===== src/rtl/fetch_pkg.sv =====
// Shared types and default sizes for the instruction-fetch stage.
package fetch_pkg;

  localparam int ADDR_W_DEF      = 16;
  localparam int DATA_W_DEF      = 16;
  localparam int TIMEOUT_CYC_DEF = 255;
  localparam int WDOG_W          = 8;

  typedef enum logic [2:0] {
    S_IDLE  = 3'd0,
    S_REQ   = 3'd1,
    S_HOLD  = 3'd2,
    S_DRAIN = 3'd3,
    S_ERR   = 3'd4
  } fetch_state_e;

  // States in which a read is outstanding on the memory bus.
  function automatic logic is_waiting(input fetch_state_e s);
    return (s == S_REQ) || (s == S_DRAIN);
  endfunction

endpackage


===== src/rtl/fetch_if.sv =====
// Bundle of PC, memory-read and decode handshake signals around the fetch stage.
interface fetch_if #(
  parameter int ADDR_W = 16,
  parameter int DATA_W = 16
);
  logic [ADDR_W-1:0] pc;
  logic              pc_en;
  logic              flush;
  logic [ADDR_W-1:0] mem_addr;
  logic              mem_rd_req;
  logic              mem_rd_ack;
  logic [DATA_W-1:0] mem_rd_data;
  logic [DATA_W-1:0] ir;
  logic [ADDR_W-1:0] ir_pc;
  logic              ir_valid;
  logic              ir_ready;
  logic              fetch_err;

  modport master (
    input  pc, flush, mem_rd_ack, mem_rd_data, ir_ready,
    output pc_en, mem_addr, mem_rd_req, ir, ir_pc, ir_valid, fetch_err
  );

  modport slave (
    output pc, flush, mem_rd_ack, mem_rd_data, ir_ready,
    input  pc_en, mem_addr, mem_rd_req, ir, ir_pc, ir_valid, fetch_err
  );
endinterface


===== src/rtl/fetch_wdog.sv =====
// Saturating wait counter for the fetch read handshake; expires at TIMEOUT_CYC.
module fetch_wdog
  import fetch_pkg::*;
#(
  parameter int TIMEOUT_CYC = TIMEOUT_CYC_DEF
) (
  input  logic clk,
  input  logic reset,
  input  logic i_clear,
  input  logic i_en,
  output logic o_expired
);

  logic [WDOG_W-1:0] r_cnt;

  always_ff @(posedge clk or posedge reset) begin
    if (reset) begin
      r_cnt <= '0;
    end else if (i_clear) begin
      r_cnt <= '0;
    end else if (i_en && (r_cnt != '1)) begin
      r_cnt <= r_cnt + 1'b1;
    end
  end

  assign o_expired = (r_cnt >= WDOG_W'(TIMEOUT_CYC));

endmodule


===== src/rtl/fetch_stage.sv =====
// Instruction fetch stage: single-outstanding memory read, IR hold, PC advance and flush.
// Optional read timeout enabled by defining FETCH_TIMEOUT_EN.
module fetch_stage
  import fetch_pkg::*;
#(
  parameter int ADDR_W      = ADDR_W_DEF,
  parameter int DATA_W      = DATA_W_DEF,
  parameter int TIMEOUT_CYC = TIMEOUT_CYC_DEF
) (
  input  logic   clk,
  input  logic   reset,
  fetch_if.master bus
);

  fetch_state_e      r_state;
  logic [ADDR_W-1:0] r_mem_addr;
  logic              r_mem_rd_req;
  logic [DATA_W-1:0] r_ir;
  logic [ADDR_W-1:0] r_ir_pc;
  logic              r_ir_valid;
  logic              r_inc;
  logic              r_fetch_err;
  logic              w_expired;

`ifdef FETCH_TIMEOUT_EN
  logic w_wd_clear;
  logic w_wd_en;

  // Restart the count whenever a fresh wait begins (IDLE->REQ or REQ->DRAIN).
  assign w_wd_clear = ((r_state == S_IDLE) && !bus.flush) ||
                      ((r_state == S_REQ) && bus.flush && !bus.mem_rd_ack && !w_expired);
  assign w_wd_en    = is_waiting(r_state) && !bus.mem_rd_ack;

  fetch_wdog #(
    .TIMEOUT_CYC (TIMEOUT_CYC)
  ) u_wdog (
    .clk       (clk),
    .reset     (reset),
    .i_clear   (w_wd_clear),
    .i_en      (w_wd_en),
    .o_expired (w_expired)
  );
`else
  assign w_expired = 1'b0;
`endif

  always_ff @(posedge clk or posedge reset) begin
    if (reset) begin
      r_state      <= S_IDLE;
      r_mem_addr   <= '0;
      r_mem_rd_req <= 1'b0;
      r_ir         <= '0;
      r_ir_pc      <= '0;
      r_ir_valid   <= 1'b0;
      r_inc        <= 1'b0;
      r_fetch_err  <= 1'b0;
    end else begin
      r_inc <= 1'b0;
      case (r_state)
        S_IDLE: begin
          // On flush the PC is loading a target; sample it next cycle instead.
          if (!bus.flush) begin
            r_mem_addr   <= bus.pc;
            r_mem_rd_req <= 1'b1;
            r_state      <= S_REQ;
          end
        end
        S_REQ: begin
          if (bus.mem_rd_ack) begin
            r_mem_rd_req <= 1'b0;
            if (bus.flush) begin
              r_state <= S_IDLE;
            end else begin
              r_ir       <= bus.mem_rd_data;
              r_ir_pc    <= r_mem_addr;
              r_ir_valid <= 1'b1;
              r_inc      <= 1'b1;
              r_state    <= S_HOLD;
            end
          end else if (w_expired) begin
            r_mem_rd_req <= 1'b0;
            r_fetch_err  <= 1'b1;
            r_state      <= S_ERR;
          end else if (bus.flush) begin
            r_state <= S_DRAIN;
          end
        end
        S_HOLD: begin
          if (bus.flush || bus.ir_ready) begin
            r_ir_valid <= 1'b0;
            r_state    <= S_IDLE;
          end
        end
        S_DRAIN: begin
          // The bus read cannot be cancelled; swallow its data when it lands.
          if (bus.mem_rd_ack) begin
            r_mem_rd_req <= 1'b0;
            r_state      <= S_IDLE;
          end else if (w_expired) begin
            r_mem_rd_req <= 1'b0;
            r_fetch_err  <= 1'b1;
            r_state      <= S_ERR;
          end
        end
        S_ERR: begin
          r_mem_rd_req <= 1'b0;
          r_ir_valid   <= 1'b0;
          r_fetch_err  <= 1'b1;
        end
        default: begin
          r_mem_rd_req <= 1'b0;
          r_ir_valid   <= 1'b0;
          r_state      <= S_IDLE;
        end
      endcase
    end
  end

  assign bus.pc_en      = r_inc | bus.flush;
  assign bus.mem_addr   = r_mem_addr;
  assign bus.mem_rd_req = r_mem_rd_req;
  assign bus.ir         = r_ir;
  assign bus.ir_pc      = r_ir_pc;
  assign bus.ir_valid   = r_ir_valid;
  assign bus.fetch_err  = r_fetch_err;

endmodule

===== src/flat_wrapper.sv =====
// flat-port wrapper written by rule: the top's interface ports become plain ports
module fetch_stage_flat import fetch_pkg::*;
#(
  parameter int ADDR_W      = ADDR_W_DEF,
  parameter int DATA_W      = DATA_W_DEF,
  parameter int TIMEOUT_CYC = TIMEOUT_CYC_DEF
)
  (clk, reset, bus_pc, bus_flush, bus_mem_rd_ack, bus_mem_rd_data, bus_ir_ready, bus_pc_en, bus_mem_addr, bus_mem_rd_req, bus_ir, bus_ir_pc, bus_ir_valid, bus_fetch_err);
  fetch_if #(.ADDR_W(ADDR_W), .DATA_W(DATA_W)) bus_i ();
  input  logic clk;
  input  logic reset;
  input wire logic [$bits(bus_i.pc)-1:0] bus_pc;
  input wire logic [$bits(bus_i.flush)-1:0] bus_flush;
  input wire logic [$bits(bus_i.mem_rd_ack)-1:0] bus_mem_rd_ack;
  input wire logic [$bits(bus_i.mem_rd_data)-1:0] bus_mem_rd_data;
  input wire logic [$bits(bus_i.ir_ready)-1:0] bus_ir_ready;
  output wire logic [$bits(bus_i.pc_en)-1:0] bus_pc_en;
  output wire logic [$bits(bus_i.mem_addr)-1:0] bus_mem_addr;
  output wire logic [$bits(bus_i.mem_rd_req)-1:0] bus_mem_rd_req;
  output wire logic [$bits(bus_i.ir)-1:0] bus_ir;
  output wire logic [$bits(bus_i.ir_pc)-1:0] bus_ir_pc;
  output wire logic [$bits(bus_i.ir_valid)-1:0] bus_ir_valid;
  output wire logic [$bits(bus_i.fetch_err)-1:0] bus_fetch_err;
  assign bus_i.pc = bus_pc;
  assign bus_i.flush = bus_flush;
  assign bus_i.mem_rd_ack = bus_mem_rd_ack;
  assign bus_i.mem_rd_data = bus_mem_rd_data;
  assign bus_i.ir_ready = bus_ir_ready;
  assign bus_pc_en = bus_i.pc_en;
  assign bus_mem_addr = bus_i.mem_addr;
  assign bus_mem_rd_req = bus_i.mem_rd_req;
  assign bus_ir = bus_i.ir;
  assign bus_ir_pc = bus_i.ir_pc;
  assign bus_ir_valid = bus_i.ir_valid;
  assign bus_fetch_err = bus_i.fetch_err;
  fetch_stage #(.ADDR_W(ADDR_W), .DATA_W(DATA_W), .TIMEOUT_CYC(TIMEOUT_CYC)) u_core (.clk(clk), .reset(reset), .bus(bus_i));
endmodule

===== config.mk =====
export PLATFORM = sky130hd
export DESIGN_NAME = fetch_stage_flat
export DESIGN_NICKNAME = d
export VERILOG_FILES = /design/src/rtl/fetch_pkg.sv /design/src/rtl/fetch_if.sv /design/src/rtl/fetch_wdog.sv /design/src/rtl/fetch_stage.sv /design/src/flat_wrapper.sv
export SDC_FILE = /design/constraint.sdc
export NUM_CORES = 1
export LEC_CHECK = 0
export ABC_CLOCK_PERIOD_IN_PS = 2400
export CAP_MARGIN = 10
export CORE_AREA = 8 8 81 83
export CTS_CLUSTER_DIAMETER = 200
export DETAILED_ROUTE_END_ITERATION = 12
export DIE_AREA = 0 0 89 91
export GPL_TIMING_DRIVEN = 0
export MAX_ROUTING_LAYER = met4
export PLACE_DENSITY = 0.86
export RECOVER_POWER = 100
export SYNTH_ARGS = -nofsm -noshare
export SYNTH_HDL_FRONTEND = slang
export SYNTH_SLANG_ARGS = --single-unit

===== constraint.sdc =====
create_clock -name clk -period 2.4 [get_ports clk]
set_input_delay 0.48 -clock clk [delete_from_list [all_inputs] [get_ports clk]]
set_output_delay 0.48 -clock clk [all_outputs]
set_load 0.01 [all_outputs]

==> results of run 1 <==
-- path summary, 6_finish.rpt --
path,startpoint,endpoint,slack (ns)
max in group asynchronous,reset,u_core.bus.mem_addr[13]$_DFFE_PP0P_,0.41
setup reg to reg,u_core.r_state[1]$_DFFE_PP0P_,u_core.bus.ir_pc[8]$_DFFE_PP0P_,0.21
min in group asynchronous,reset,u_core.bus.ir[9]$_DFFE_PP0P_,0.67
hold / removal,u_core.bus.ir_pc[13]$_DFFE_PP0P_,u_core.bus.ir_pc[13]$_DFFE_PP0P_,0.50
setup / recovery,bus_flush,bus_pc_en,0.11
hold reg to reg,u_core.bus.ir_pc[13]$_DFFE_PP0P_,u_core.bus.ir_pc[13]$_DFFE_PP0P_,0.50
-- power by group --
group          total [uW]  leakage [uW]  switching [uW]  internal (uW)
sequential           1570      0.000633             233           1340
clock                 573     0.0000540             270            303
combinational        1820      0.000722             718           1100
total                3960       0.00141            1220           2740
-- per-stage QoR --
stage	utilization, %	cells	TNS (ns)	setup slack, ns	cell area, um^2
6_report	60.9	310	0	0.107	3250
5_1_grt	60.9	310	0	0.0472	3250
4_1_cts	61.3	310	0	0.105	3270
3_5_place_dp	59.4	303	0	0.112	3170
3_3_place_gp	59.0	302	-20.43	-0.388	3150
2_1_floorplan	-	143	0	0.634	2190
-- critical path: cells and delay by family --
| family | cells | cell delay, ns |
|---|---|---|
| AND/OR/NAND/NOR | 1 | 0.33 |
| buffers and inverters | 2 | 1.00 |
-- area by class of cell --
cell class | count | area share, %
clock buffers | 5 | 2.12
inverters | 5 | 0.578
repair buffers | 88 | 27.0
well taps | 72 | 2.77
clock inverters | 2 | 1.08
flip-flops and latches | 53 | 40.8
plain buffers | 7 | 1.73
multi-input cells | 78 | 24.0
-- placed cells by master, fill, tap and decap left out --
| cell type | n |
|---|---|
| a221o_1 | 1 |
| clkbuf_1 | 2 |
| conb_1 | 1 |
| inv_1 | 5 |
| dfrtp_1 | 53 |
| and2_2 | 1 |
| nor2_1 | 1 |
| clkbuf_8 | 5 |
| a21oi_1 | 2 |
| nor2b_1 | 2 |
| dlygate4sd3_1 | 51 |
| mux2_2 | 50 |
| or2_2 | 1 |
| o21ai_0 | 5 |
| bufinv_16 | 1 |
| clkbuf_2 | 1 |
| clkinv_2 | 1 |
| clkdlybuf4s50_1 | 36 |
| nor3b_1 | 2 |
| and3b_1 | 1 |
| o211a_1 | 1 |
| nand2_1 | 1 |
| a21o_1 | 1 |
| mux2i_1 | 1 |
| buf_6 | 3 |
| nand2b_1 | 1 |
| buf_4 | 2 |
| ha_1 | 6 |
-- registers in the layout, summed over array words and instances, names as in the netlist --
register / count
u_core.bus.ir_pc: 16
u_core.r_state: 2
u_core.bus.mem_addr: 16
u_core.bus.ir_valid: 1
u_core.bus.mem_rd_req: 1
u_core.r_inc: 1
u_core.bus.ir: 16
-- metal layers --
layer / global-route usage, % / share of wire (%) / vias to the layer above
met5: - / 0 / -
met4: 4.58 / 1.4 / 0
met3: 4.95 / 9.3 / 8
met2: 21.1 / 48 / 56
met1: 13.9 / 41 / 702
li1: - / - / 682
-- kinds of logic after synthesis --
| family | after synthesis | share of synthesized area [%] |
|---|---|---|
| flops | 53 | 60.6 |
| other cells | 1 | 0.171 |
| compound gates | 10 | 2.86 |
| mux | 51 | 26.2 |
| fa+ha+maj | 6 | 3.43 |
| simple gates | 10 | 2.97 |
| buf+inv | 12 | 3.83 |
==> summary.md, run 1 <==
| Metric | Value |
|---|---|
| Leak | 0.00141 uW |
| Slowest-stage cell, CP | clkdlybuf4s50_1 |
| Rows | 27 |
| Total GRT Usage | about an eighth |
| CP required | roughly 1.9 ns |
| Cell Area, Synth | 0.00219 mm^2 |
| Vias in the first global route | 1,636 |
| RSZ-0062 raised after global routing | no |
| Post-synthesis sequential area ratio | between 60% and 70% |
| Largest vdd supply drop | roughly 650 uV |
| Num CTS Buffers | 5 |
| DR pass1 iterations | 3 |
| I/O pin total | 89 |
| FMAX | about 440 MHz |
| Antenna violations before repair | 0 |
| Post-DP HPWL | 3.84 mm |
| Fin crit share | a little over nine tenths |
| NumNets Final | between 200 and 300 |
| Area Overhead vs Synth | 48.4% |
| First-pass GRT wire length | around 8.0 mm |
| Post-synth cell types | 22 |
| Grt ovf | 0 |
| Antenna diodes | 0 |
| Die X | approximately 89 um |
| Wirelength per Cell | roughly 16 um |
| Via/cell ratio | 4.67 |
| IO buf count | 87 |
| Synth warn | 0 |
| CTS Hold Bufs | 0 |
| Clk_lat worst skew | roughly 0.30 ns |
| Cts repair resizes | 0 |
| Synth area leader | dfrtp_1 |
| Synth Net Count | 186 |
| Top cells by area, synth | dfrtp_1, mux2_2, ha_1 |
| 1st-iter DRT viols | 64 |
| FF-to-FF path depth | 7 |
| Htree depth | 2 |
| Slew headroom | a little under two fifths |
| # Max-Cap Violations | 0 |
| Critical path startpoint category | primary input |
| Core area | 0.00534 mm^2 |
| Most common cell in the synthesized netlist | dfrtp_1 |
| Worst Setup End Kind | output port |
| Post-CTS setup buffer count | 0 |
| Fillcell total | around 460 |
| Final Hold Viols | 0 |
| CP peak stage delay | 0.52 ns |
| Tightest Pin Transition | 0.927 ns |
| Critical Path Fanout Max | 8 |
| Reg area | about 0.0013 mm^2 |
| Fin Clk Skew | roughly 0.0047 ns |
| Number of enable flip-flop cells after synthesis | 0 |
| Detailed Route WL | about 5.0 mm |
| Power Density | around 1200 mW/mm^2 |
| #FFs+latches synth | 53 |
| Ys async rst share | 100% |
| Largest net degree at the start of global routing | 39 |
| Final Power | between 3000 and 4000 uW |
| Clk slew on worst S/H paths | roughly 0.08 ns |
| Worst Hold Depth | 1 |
| Vias after detailed routing | approximately 1,400 |
| Setup Viol. Count Final | 0 |
| CTS tree | yes |
| Area share of the largest cell type after synthesis | between 60% and 70% |
| Outcome | finished, final reports clean |
| Mean Syn Cell Area | 15.3 um^2 |
| Min-Delay Path Class | register to register |
| Die H | about 91 um |
| Top cell by count, worst path | clkdlybuf4s50_1 |
| Top FF cell, synth | dfrtp_1 |
| DRC Markers | 0 |
| Critical-path cell list | clkdlybuf4s50_1, or2_2, clkdlybuf4s50_1 |
| Antenna viol nets, final | 0 |
| Fraction of layout cells with a size suffix above 1 | between 20 and 30% |
| Starting Density | between 40% and 50% |
| Multi-input gate area in the final layout | 778 um^2 |
| Clock Sinks | 53 |
| CP Data Arrival Time | roughly 1.8 ns |
| Maximum root-to-sink buffer count | 2 |
| Cells after Synth | around 140 |
| CP Class | primary input to output port |
| Routability cong. | ~0.86 |
| Die area | 0.00810 mm^2 |
| Post-route minimum period | roughly 2.3 ns |
| Worst hold slack | ~0.5 ns |
| Synth cell count leaders | dfrtp_1, mux2_2, ha_1 |
| CTS root buf | clkbuf_8 |
| Slew Viols, Final | 0 |
Note: power is estimated with default switching activity, not from simulation.
==> run 2: changes to the inputs <==
--- a/config.mk
+++ b/config.mk
@@ -8,6 +8,7 @@
 export ABC_CLOCK_PERIOD_IN_PS = 2400
 export CAP_MARGIN = 10
 export CORE_AREA = 8 8 81 83
+export CTS_BUF_LIST = sky130_fd_sc_hd__clkbuf_16
 export CTS_CLUSTER_DIAMETER = 200
 export DETAILED_ROUTE_END_ITERATION = 12
 export DIE_AREA = 0 0 89 91
@@ -15,6 +16,7 @@
 export MAX_ROUTING_LAYER = met4
 export PLACE_DENSITY = 0.86
 export RECOVER_POWER = 100
+export SKIP_CTS_REPAIR_TIMING = 1
 export SYNTH_ARGS = -nofsm -noshare
 export SYNTH_HDL_FRONTEND = slang
 export SYNTH_SLANG_ARGS = --single-unit
==> run 2 against run 1 <==
Net effect:
- cell area grew 1.7%
- clock-buffer cell count stayed put
- clock power grew 34%
- die area unchanged
- register-to-register slack is essentially flat
- maximum frequency unchanged
- worst setup slack stayed put
- critical endpoint unchanged
- global-route usage fell by 0.076 points
- highest routed layer unchanged
- via count fell by 0.48%
- core utilization is 1.1 points higher
- wire length is 1.2% lower
==> summary.md, run 2 (synthesis gave the netlist of run 1 again) <==
| Metric | Value |
|---|---|
| WP buf/inv | 2 |
| Grt ovf | 0 |
| Most frequent cells in the layout | dfrtp_1, dlygate4sd3_1, mux2_2 |
| FMAX | 436 MHz |
| Rows | 27 |
| Starting Density | roughly two fifths |
| Slowest-stage cell, CP | clkdlybuf4s50_1 |
| PnR worst setup slack | about 0.11 ns |
| Critical path startpoint category | primary input |
| CP Class | primary input to output port |
| Tightest Pin Transition | around 0.9 ns |
| Top cell by count, worst path | clkdlybuf4s50_1 |
| RSZ-0062 raised after global routing | no |
| CTS root buf | clkbuf_16 |
| Post-route minimum period | ~2.3 ns |
| CTS tree | yes |
| Finished Cell Area | between 0.003 and 0.004 mm^2 |
| Clock Sinks | 53 |
| Worst flop-to-flop path endpoint | u_core.bus.ir_pc[8]$_DFFE_PP0P_ |
| Power Density | 1260 mW/mm^2 |
| Worst Hold Depth | 1 |
| CP required | between 1.5 and 2 ns |
| Antenna diodes | 0 |
| Wirelength per Cell | 15.8 um |
| Num CTS Buffers | 5 |
| First-pass GRT wire length | approximately 8 mm |
| Detailed Route WL | between 4 and 5 mm |
| Clk_lat worst skew | around 0.28 ns |
| Die X | 89 um |
| Routability cong. | ~0.86 |
| Die area | around 0.0081 mm^2 |
| Worst Hold Endpoint | u_core.bus.ir_pc[13]$_DFFE_PP0P_ |
| Largest net degree at the start of global routing | 39 |
| Maximum root-to-sink buffer count | 2 |
| DR pass1 iterations | 3 |
| Vias in the first global route | approximately 1,600 |
| Leak | approximately 0.0014 uW |
| Slew headroom | between 30% and 40% |
| Commonest non-fill, non-tap cell in the layout | dfrtp_1 |
| Antenna violations before repair | 0 |
| Htree depth | 2 |
| DP Worst Slack | roughly 0.11 ns |
| Antenna viol nets, final | 0 |
| Core area | 0.00534 mm^2 |
| RR Startpoint | u_core.r_state[1]$_DFFE_PP0P_ |
| Via/cell ratio | about 4.6 |
| I/O pin total | 89 |
| Fraction of layout cells with a size suffix above 1 | 27.3% |
| Slew Viols, Final | 0 |
| Fillcell total | 453 |
| Critical-path cell list | clkdlybuf4s50_1, or2_2, clkdlybuf4s50_1 |
| Post-DP HPWL | 3.84 mm |
| Final Hold Viols | 0 |
| Min-Delay Path Class | register to register |
| FF-to-FF path depth | 7 |
| Worst Setup End Kind | output port |
| DRC Markers | 0 |
| Worst Min Path Start | u_core.bus.ir_pc[13]$_DFFE_PP0P_ |
| IO buf count | 87 |
| NumNets Final | between 200 and 300 |
| Setup Viol. Count Final | 0 |
| Vias after detailed routing | approximately 1,400 |
| Critical Path Fanout Max | 8 |
| Area Overhead vs Synth | 51.0% |
| Top delay family on crit path | buffers and inverters |
| # Max-Cap Violations | 0 |
| Clk slew on worst S/H paths | roughly 0.060 ns |
| Fin crit share | a little over nine tenths |
| Fin Clk Skew | around 0.0036 ns |
| Total GRT Usage | between 10% and 20% |
| Die H | just over 90 um |
| R2R Setup Slk | approximately 0.22 ns |
| 1st-iter DRT viols | 72 |
| Largest vdd supply drop | 678 uV |
| Outcome | finished, final reports clean |
| CP peak stage delay | ~0.52 ns |
| DP Area | between 0.003 and 0.004 mm^2 |
| CP Data Arrival Time | 1.81 ns |
## run 2: cell counts in the layout (fill, tap and decap cells not counted)
No cell type changed its count.
## run 2: how the worst max path moves through the flow
stage,from,to,slack [ns],cells after the start
2_1_floorplan,reset,u_core.bus.ir[0]$_DFFE_PP0P_,0.63,1
3_3_place_gp,reset,u_core.bus.ir_pc[12]$_DFFE_PP0P_,-0.39,2
3_5_place_dp,bus_flush,bus_pc_en,0.11,3
4_1_cts,bus_flush,bus_pc_en,0.11,3
5_1_grt,reset,u_core.bus.ir[8]$_DFFE_PP0P_,0.04,3
6_report,bus_flush,bus_pc_en,0.11,3
## run 2: layout make-up
class,instances,area [um^2],share of cell area (%)
tap,72,90.1,2.73
inverter,5,18.8,0.568
sequential,53,1330,40.1
multi-input combinational,78,778,23.5
clock inverter,2,35.0,1.06
buffer,7,56.3,1.70
timing repair buffer,88,876,26.5
clock buffer,5,125,3.79
## run 2: stage by stage
step | cells | power, uW | setup TNS [ns] | util (%) | hold slack, ns
2_1_floorplan | 143 | 2510 | 0 | - | 0.550
3_3_place_gp | 302 | 3570 | -20.43 | 59.0 | 0.488
3_5_place_dp | 303 | 3650 | 0 | 59.4 | 0.492
4_1_cts | 310 | 4440 | 0 | 62.4 | 0.496
5_1_grt | 310 | 4440 | 0 | 61.9 | 0.519
6_report | 310 | 4160 | 0 | 61.9 | 0.496
## run 2: per-layer routing
| metal | part of all wire (%) | track usage (%) | vias to the layer above |
|---|---|---|---|
| met4 | 0.31 | 2.91 | 0 |
| met1 | 41 | 14.1 | 698 |
| met5 | 0 | - | - |
| li1 | - | - | 686 |
| met2 | 49 | 20.8 | 55 |
| met3 | 9.4 | 5.77 | 2 |
## run 2: power by group
part	internal (uW)	switching, uW	leakage (uW)
sequential	1340	234	0.000633
combinational	1100	717	0.000722
clock	484	284	0.0000797
==> run 3: changes to the inputs <==
--- a/config.mk
+++ b/config.mk
@@ -10,6 +10,7 @@
 export CORE_AREA = 8 8 81 83
 export CTS_BUF_LIST = sky130_fd_sc_hd__clkbuf_16
 export CTS_CLUSTER_DIAMETER = 200
+export CTS_CLUSTER_SIZE = 20
 export DETAILED_ROUTE_END_ITERATION = 12
 export DIE_AREA = 0 0 89 91
 export GPL_TIMING_DRIVEN = 0
==> results of run 3 <==
Final layout, timing and power as in run 2 (identical DEF).
